### config.mk
export PLATFORM = sky130hd
export DESIGN_NAME = std_rr_mux_flat
export DESIGN_NICKNAME = d
export VERILOG_FILES = /design/src/rtl/std_selector_pkg.sv /design/src/rtl/std_rr_mux_if.sv /design/src/rtl/std_rr_arbiter.sv /design/src/rtl/std_rr_mux.sv /design/src/flat_wrapper.sv
export SDC_FILE = /design/constraint.sdc
export NUM_CORES = 1
export LEC_CHECK = 0
export BUFFER_PORTS_ARGS = -buffer_cell sky130_fd_sc_hd__clkbuf_2
export CORE_AREA = 2 2 39 41
export DETAILED_ROUTE_END_ITERATION = 8
export DIE_AREA = 0 0 41 43
export PLACE_DENSITY = 0.44
export SYNTH_ARGS = -nofsm -noshare
export SYNTH_HDL_FRONTEND = slang
export SYNTH_HIERARCHICAL = 1
export SYNTH_SLANG_ARGS = --single-unit
### constraint.sdc
create_clock -name i_clk -period 3.8 [get_ports i_clk]
set_input_delay 0.57 -clock i_clk [delete_from_list [all_inputs] [get_ports i_clk]]
set_output_delay 0.57 -clock i_clk [all_outputs]
set_load 0.005 [all_outputs]
### src/rtl/std_selector_pkg.sv
// Shared selector helpers: encoding kinds and the width a select/index bus needs.
package std_selector_pkg;

  typedef enum logic [0:0] {
    selector_kind_BINARY,
    selector_kind_ONEHOT
  } selector_kind;

  // Binary width never collapses to zero so a single-entry index is still a real bus.
  function automatic int calc_select_width(input int entries, input selector_kind kind);
    if (kind == selector_kind_ONEHOT) begin
      return (entries < 1) ? 1 : entries;
    end
    return (entries <= 1) ? 1 : $clog2(entries);
  endfunction

endpackage

### src/rtl/std_rr_mux_if.sv
// Merger bus: ENTRIES input streams plus the single merged output stream.
interface std_rr_mux_if
  import std_selector_pkg::*;
#(
  parameter int  ENTRIES     = 2,
  parameter type DATA_TYPE   = logic,
  parameter int  INDEX_WIDTH = calc_select_width(ENTRIES, selector_kind_BINARY)
) ();

  logic [ENTRIES-1:0]     i_valid;
  logic [ENTRIES-1:0]     o_ready;
  DATA_TYPE               i_data [ENTRIES];
  logic [ENTRIES-1:0]     i_last;
  logic                   o_valid;
  logic                   i_ready;
  DATA_TYPE               o_data;
  logic [INDEX_WIDTH-1:0] o_index;
  logic                   o_last;

  modport master (
    output i_valid, i_data, i_last, i_ready,
    input  o_ready, o_valid, o_data, o_index, o_last
  );

  modport slave (
    input  i_valid, i_data, i_last, i_ready,
    output o_ready, o_valid, o_data, o_index, o_last
  );

endinterface

### src/rtl/std_rr_arbiter.sv
// Combinational round-robin arbiter: lowest request at or above i_ptr, else lowest overall.
module std_rr_arbiter
  import std_selector_pkg::*;
#(
  parameter int ENTRIES     = 2,
  parameter int INDEX_WIDTH = calc_select_width(ENTRIES, selector_kind_BINARY)
) (
  input  logic [ENTRIES-1:0]     i_request,
  input  logic [INDEX_WIDTH-1:0] i_ptr,
  output logic [ENTRIES-1:0]     o_grant_onehot,
  output logic [INDEX_WIDTH-1:0] o_grant_index
);

  logic [ENTRIES-1:0] w_masked;
  logic [ENTRIES-1:0] w_pick;

  always_comb begin
    for (int i = 0; i < ENTRIES; i++) begin
      w_masked[i] = i_request[i] && (INDEX_WIDTH'(i) >= i_ptr);
    end
    w_pick = (|w_masked) ? w_masked : i_request;

    o_grant_onehot = '0;
    o_grant_index  = '0;
    // Descending scan so the last hit is the lowest set bit.
    for (int i = ENTRIES - 1; i >= 0; i--) begin
      if (w_pick[i]) begin
        o_grant_onehot    = '0;
        o_grant_onehot[i] = 1'b1;
        o_grant_index     = INDEX_WIDTH'(i);
      end
    end
  end

endmodule

### src/rtl/std_rr_mux.sv
// N-to-1 round-robin stream merger with registered output and optional packet lock.
module std_rr_mux
  import std_selector_pkg::*;
#(
  parameter int       WIDTH        = 1,
  parameter type      DATA_TYPE    = logic [WIDTH-1:0],
  parameter DATA_TYPE DEFAULT_DATA = DATA_TYPE'(0),
  parameter int       ENTRIES      = 2,
  parameter bit       LOCK         = 1'b0,
  parameter int       INDEX_WIDTH  = calc_select_width(ENTRIES, selector_kind_BINARY)
) (
  input logic         i_clk,
  input logic         i_rst,
  std_rr_mux_if.slave io_bus
);

  logic [INDEX_WIDTH-1:0] r_ptr;
  logic [INDEX_WIDTH-1:0] r_lock_idx;
  logic                   r_locked;
  logic                   r_valid;
  DATA_TYPE               r_data;
  logic [INDEX_WIDTH-1:0] r_index;
  logic                   r_last;

  logic [ENTRIES-1:0]     w_arb_onehot;
  logic [INDEX_WIDTH-1:0] w_arb_index;
  logic [INDEX_WIDTH-1:0] w_grant;
  logic [INDEX_WIDTH-1:0] w_ptr_next;
  logic [ENTRIES-1:0]     w_ready;
  logic                   w_load;
  logic                   w_xfer;
  logic                   w_grant_valid;
  logic                   w_grant_last;
  DATA_TYPE               w_grant_data;

  std_rr_arbiter #(
    .ENTRIES     (ENTRIES),
    .INDEX_WIDTH (INDEX_WIDTH)
  ) u_arbiter (
    .i_request      (io_bus.i_valid),
    .i_ptr          (r_ptr),
    .o_grant_onehot (w_arb_onehot),
    .o_grant_index  (w_arb_index)
  );

  always_comb begin
    w_grant = r_locked ? r_lock_idx : w_arb_index;
    w_load  = !r_valid || io_bus.i_ready;

    // While locked, ready depends only on the lock owner, never on other valids.
    w_ready = '0;
    for (int i = 0; i < ENTRIES; i++) begin
      if (r_locked) begin
        w_ready[i] = (INDEX_WIDTH'(i) == r_lock_idx);
      end else begin
        w_ready[i] = w_arb_onehot[i];
      end
    end
    if (!w_load || i_rst) begin
      w_ready = '0;
    end

    w_grant_valid = io_bus.i_valid[w_grant];
    w_grant_last  = io_bus.i_last[w_grant];
    w_grant_data  = io_bus.i_data[w_grant];
    w_xfer        = w_grant_valid && (|w_ready);

    // Explicit wrap compare keeps non-power-of-two ENTRIES off the unused codes.
    w_ptr_next = (w_grant == INDEX_WIDTH'(ENTRIES - 1)) ? '0 : w_grant + 1'b1;
  end

  always_ff @(posedge i_clk) begin
    if (i_rst) begin
      r_valid    <= 1'b0;
      r_data     <= DEFAULT_DATA;
      r_index    <= '0;
      r_last     <= 1'b0;
      r_ptr      <= '0;
      r_locked   <= 1'b0;
      r_lock_idx <= '0;
    end else begin
      if (w_load) begin
        r_valid <= w_xfer;
      end
      if (w_xfer) begin
        r_data  <= w_grant_data;
        r_index <= w_grant;
        r_last  <= w_grant_last;
        if (!LOCK || w_grant_last) begin
          r_ptr    <= w_ptr_next;
          r_locked <= 1'b0;
        end else begin
          r_locked   <= 1'b1;
          r_lock_idx <= w_grant;
        end
      end
    end
  end

  assign io_bus.o_ready = w_ready;
  assign io_bus.o_valid = r_valid;
  assign io_bus.o_data  = r_data;
  assign io_bus.o_index = r_index;
  assign io_bus.o_last  = r_last;

endmodule
### src/flat_wrapper.sv
// flat-port wrapper written by rule: the top's interface ports become plain ports
module std_rr_mux_flat import std_selector_pkg::*;
#(
  parameter int       WIDTH        = 1,
  parameter type      DATA_TYPE    = logic [WIDTH-1:0],
  parameter DATA_TYPE DEFAULT_DATA = DATA_TYPE'(0),
  parameter int       ENTRIES      = 2,
  parameter bit       LOCK         = 1'b0,
  parameter int       INDEX_WIDTH  = calc_select_width(ENTRIES, selector_kind_BINARY)
)
  (i_clk, i_rst, io_bus_i_valid, io_bus_i_data, io_bus_i_last, io_bus_i_ready, io_bus_o_ready, io_bus_o_valid, io_bus_o_data, io_bus_o_index, io_bus_o_last);
  std_rr_mux_if #(.ENTRIES(ENTRIES), .DATA_TYPE(DATA_TYPE), .INDEX_WIDTH(INDEX_WIDTH)) io_bus_i ();
  input logic i_clk;
  input logic i_rst;
  input wire logic [$bits(io_bus_i.i_valid)-1:0] io_bus_i_valid;
  input wire logic [$bits(io_bus_i.i_data)-1:0] io_bus_i_data;
  input wire logic [$bits(io_bus_i.i_last)-1:0] io_bus_i_last;
  input wire logic [$bits(io_bus_i.i_ready)-1:0] io_bus_i_ready;
  output wire logic [$bits(io_bus_i.o_ready)-1:0] io_bus_o_ready;
  output wire logic [$bits(io_bus_i.o_valid)-1:0] io_bus_o_valid;
  output wire logic [$bits(io_bus_i.o_data)-1:0] io_bus_o_data;
  output wire logic [$bits(io_bus_i.o_index)-1:0] io_bus_o_index;
  output wire logic [$bits(io_bus_i.o_last)-1:0] io_bus_o_last;
  assign io_bus_i.i_valid = io_bus_i_valid;
  assign io_bus_i.i_data = {>>{io_bus_i_data}};
  assign io_bus_i.i_last = io_bus_i_last;
  assign io_bus_i.i_ready = io_bus_i_ready;
  assign io_bus_o_ready = io_bus_i.o_ready;
  assign io_bus_o_valid = io_bus_i.o_valid;
  assign io_bus_o_data = io_bus_i.o_data;
  assign io_bus_o_index = io_bus_i.o_index;
  assign io_bus_o_last = io_bus_i.o_last;
  std_rr_mux #(.WIDTH(WIDTH), .DATA_TYPE(DATA_TYPE), .DEFAULT_DATA(DEFAULT_DATA), .ENTRIES(ENTRIES), .LOCK(LOCK), .INDEX_WIDTH(INDEX_WIDTH)) u_core (.i_clk(i_clk), .i_rst(i_rst), .io_bus(io_bus_i));
endmodule
# After elaboration in Yosys (flattened, before gate mapping)
# Index checks and enable logic that the tools add are counted.
classes:
  n_mux: 14
  n_lt_le_gt_ge: 4
  addsub: 1
  reduce_logical: 9
  n_bitwise: 1
op_table:
  columns: ["op", "count"]
  rows:
  - ["1-bit two-way mux", 10]
  - ["2-bit two-way mux", 4]
  - ["2-bit OR reduction", 2]
  - ["1-bit logical AND", 3]
  - ["1-bit greater-or-equal comparator, first input constant", 2]
  - ["2-bit greater-or-equal comparator, second input constant", 1]
  - ["1-bit logical NOT", 2]
  - ["1-bit logical OR", 2]
  - ["1-bit by 2-bit < comparator with 1-bit output, second input constant", 1]
  - ["1-bit NOT with 2-bit output", 1]
  - ["1-bit adder, second input constant", 1]
word_totals:
  ff_bits: 5
  in_bits: 9
  word_cells: 34
  out_inout_bits: 6

# Depth between registers and ports, before layout
depth:
  ltp_word: 10
  ltp_mapped: 6

# By module
# Netlist, hierarchy kept.
by_module_without_submodules:
  columns: ["mod", "seq_area_each_um2", "area_per_inst_um2", "n_inst", "cells_each"]
  rows:
  - ["std_rr_mux", 100.1, 244.0, 1, 25]
  - ["std_rr_arbiter", 0.0, 26.3, 1, 4]

# Worst setup path after synthesis
# Ideal clock, no wire load.
synth_path:
  kind: "input-to-reg"
  start: "input io_bus_i_valid[1]"
  end: "register u_core.r_ptr"
  required_time_ns: 3.684
  path_buffers: 1
  path_stages: 5
  slack_ns: 1.797
  t_arrival_ns: 1.888
  cell_sequence: "a21boi_1 -> buf_4 -> nor2_1 -> or4_4 -> a31o_1"
synth_between:
  elab_chain_cells: 8
synth_lines:
  columns: ["item", "line_no", "text"]
  rows:
  - ["start, declared", "flat_wrapper.sv:15", "input wire logic [$bits(io_bus_i.i_valid)-1:0] io_bus_i_valid;"]
  - ["1-bit logical AND", "std_rr_arbiter.sv:19", "w_masked[i] = i_request[i] && (INDEX_WIDTH'(i) >= i_ptr);"]
  - ["2-bit OR reduction", "std_rr_arbiter.sv:21", "w_pick = (|w_masked) ? w_masked : i_request;"]
  - ["2-bit two-way mux (*)", "std_rr_arbiter.sv:21", null]
  - ["2-bit two-way mux", "std_rr_arbiter.sv:27", "if (w_pick[i]) begin"]
  - ["2-bit two-way mux (*)", "std_rr_arbiter.sv:27", null]
  - ["net u_core.w_arb_onehot[1]", "std_rr_mux.sv:25", "logic [ENTRIES-1:0] w_arb_onehot;"]
  - ["2-bit two-way mux (*)", "std_rr_mux.sv:59", "if (!w_load || i_rst) begin"]
  - ["2-bit OR reduction (*)", "std_rr_mux.sv:66", "w_xfer = w_grant_valid && (|w_ready);"]
  - ["1-bit logical AND (*)", "std_rr_mux.sv:66", null]
  - ["end signal, assigned", "std_rr_mux.sv:90", "r_ptr <= w_ptr_next;"]
  - ["end, declared", "std_rr_mux.sv:17", "logic [INDEX_WIDTH-1:0] r_ptr;"]
# Mark *: on every way through the listed nets, which the timed path passes. The rest lies on a longest branch. The select of a mux whose other input is x is not followed.
# A chain may end at the register's enable or synchronous reset.

# Worst setup path in the final report
layout_path:
  start: "input io_bus_i_valid[1]"
  end: "output io_bus_o_ready[1]"
layout_between:
  elab_chain_cells: 6
layout_lines:
  columns: ["item", "line_no", "text"]
  rows:
  - ["1-bit logical AND", "std_rr_arbiter.sv:19", null]
  - ["2-bit OR reduction", "std_rr_arbiter.sv:21", null]
  - ["2-bit two-way mux (*)", "std_rr_arbiter.sv:21", null]
  - ["2-bit two-way mux", "std_rr_arbiter.sv:27", null]
  - ["2-bit two-way mux (*)", "std_rr_arbiter.sv:27", null]
  - ["2-bit two-way mux (*)", "std_rr_mux.sv:59", null]
  - ["end, declared", "flat_wrapper.sv:19", "output wire logic [$bits(io_bus_i.o_ready)-1:0] io_bus_o_ready;"]
# Every way passes the cells marked *; elsewhere a longest branch is shown, timed or not.

==> run metrics <==
initial cell density of the core=19.5%; TNS Setup=0 ns; clock latency on the worst-skew pair=0.24 ns; IO Count=15; status=finished clean; Via density=4.42; Die Y=43 um; clk_skew=0.00207 ns; CP Data Arrival Time=1.46 ns; buffers and inverters on the worst path=2; critical setup path kind=in -> out; worst slack after detailed placement=1.59 ns; CTS tree=done; Crit Reg-Reg Endpoint=u_core/r_ptr; clock sinks=5; fmax=492 MHz; Antenna Nets Post-Route=0; Layout Utilization=27.4%; Mapped Area=270 sq um; CP endpoint kind=primary output; RD Place Congestion=0.574; final WL=590 um; Die W=41 um; Setup Viol. Count Final=0; Worst Path Required=3.23 ns; largest net degree at the start of global routing=7; critical path's top delay family=compound AO/OA/AOI/OAI gates; vias in the first global route=242; DR WL/cell=9.52 um; synth warn=6; CP startpoint kind=input port; IO buf count=14; metal3 WL=31 um; syn nets=38; Slew HR=65.0%; Final Worst Setup Slack=1.77 ns; worst reg2reg path startpoint=u_core/r_ptr; RSZ-0062 raised after global routing=no; Cells after Synth=29; HP Start=u_core/io_bus.o_index; sequential area share after synthesis=37.0%; # hold bufs at CTS=0; final period utilization=53.5%; met1 WL=238 um; hold path endpoint=u_core/io_bus.o_index; CP dominant cell by count=clkbuf_2; Nets=56; Cell variety after synth=17; min cycle time layout=2.03 ns; syn avg cell area=9.32 sq um; gr usage total=8.52%; Max Buffers Root-to-Sink=2; worst reg2reg path depth=5; metal2 WL=310 um; hold_ws=0.462 ns; H-tree Lvls=1; FF-to-FF setup slack=1.90 ns; Hold Path Class=reg -> reg; core area=1380 sq um; DR iter-0 viols=9; power per cell area=387 nW/um^2; row cnt=14; Setup Buffers After CTS=0; ANT cells=0; TritonCTS Buffers=3; worst path cell trace=clkbuf_2 > a21boi_1 > and3_1 > clkbuf_2; via count=274; Total Power=147 uW; biggest cell delay along the critical path=0.46 ns; VDD IR max=0.140 mV; Remaining DRCs=0; measured slew at the worst slew-check pin=0.524 ns; hold depth=2; top layer in use=met4; first-pass GRT wire length=945 um; DIE AREA=1760 sq um; Pleak=0.000178 uW; CTS resizes=0; Slowest cell on crit path=a21boi_1; DRT Pass-1 Iters=4; Worst-path clk slew=0.04 ns; Hold Fails Final Rpt=0; post-DP HPWL=492 um; CTS root buf=clkbuf_4; layout cells sized above 1=41.3%; Max Fanout on Critical Path=6; total global routing overflow=0; Slew Limit Fails=0; FF+latch count, synth=5; max_cap viols=0; Layout area overhead=40.3%; initial antenna violation count=0
## through the flow
| step | std cells | cell area (sq um) |
|---|---|---|
| 2_1_floorplan | 29 | 270 |
| 3_3_place_gp | 58 | 353 |
| 3_5_place_dp | 58 | 353 |
| 4_1_cts | 62 | 379 |
| 5_1_grt | 62 | 379 |
| 6_report | 62 | 379 |
## metal layers
metal | vias up | global-route usage, %
met3 | 2 | 3.14
li1 | 143 | -
met5 | - | 0
met2 | 7 | 10.6
met1 | 122 | 9.58
met4 | 0 | 10.0
## synthesized netlist by cell type
library cell | number | area (sq um)
a211oi_2 | 1 | 12.5
a21boi_0 | 1 | 7.51
a21boi_1 | 1 | 7.51
a21oi_1 | 1 | 5.00
a31o_1 | 1 | 8.76
and3_1 | 2 | 12.5
buf_4 | 1 | 7.51
dfxtp_1 | 5 | 100
inv_1 | 3 | 11.3
mux2i_1 | 3 | 30.0
nand2b_1 | 2 | 12.5
nor2_1 | 1 | 3.75
nor2b_1 | 1 | 6.26
nor4_1 | 1 | 6.26
o21ai_1 | 2 | 10.0
o311ai_1 | 2 | 17.5
or4_4 | 1 | 11.3
## cells in the final DEF (no fill, tap or decap), drive strengths merged
cell type  synthesis  final
mux2i              3      3
o311ai             2      2
nand2b             2      2
dfxtp              5      5
nor2               1      1
a21boi             2      2
nor4               1      1
a21oi              1      1
or4                1      1
inv                3      3
a31o               1      1
and3               2      2
a211oi             1      1
clkbuf             0     18
nor2b              1      1
o21ai              2      2
## flip-flops by register name (all words and copies together) (netlist names)
signal and count:
u_core/io_bus.o_data 1, u_core/r_ptr 1, u_core/io_bus.o_index 1, u_core/io_bus.o_last 1, u_core/io_bus.o_valid 1
## cell families after synthesis
kind of cell	after synthesis	synth area share (%)
mux	3	11.1
compound gates	9	25.5
flops	5	37.0
buf+inv	4	6.95
simple gates	8	19.4
## worst register-to-register path, cell delays in order, from the launching register on
cell	delay (ns)
dfxtp_1	0.35
inv_1	0.05
a21boi_1	0.44
nor2_1	0.17
or4_4	0.56
a31o_1	0.23
## worst max path at each step
stage / cells after the start / start / slack [ns] / endpoint
2_1_floorplan: 5 / io_bus_i_valid[1] / 1.80 / u_core/r_ptr
3_3_place_gp: 5 / io_bus_i_valid[1] / 1.58 / u_core/r_ptr
3_5_place_dp: 5 / io_bus_i_valid[1] / 1.59 / u_core/r_ptr
4_1_cts: 4 / io_bus_i_valid[1] / 1.74 / io_bus_o_ready[1]
5_1_grt: 4 / io_bus_i_valid[1] / 1.68 / io_bus_o_ready[1]
6_report: 4 / io_bus_i_valid[1] / 1.77 / io_bus_o_ready[1]
## cell type report
cell class	count	area [sq um]
timing repair buffer	14	70.1
multi-input combinational	20	151
fill	158	1000
clock buffer	4	26.3
tap	16	20.0
sequential	5	100
inverter	3	11.3
## power breakdown
group / leakage [uW] / switching [uW] / internal, uW
logic: 0.000122 / 13.2 / 13.7
clock network: 0.0000150 / 20.7 / 39.6
registers: 0.0000410 / 2.38 / 57.0
Power figures use the tool's default switching activity.
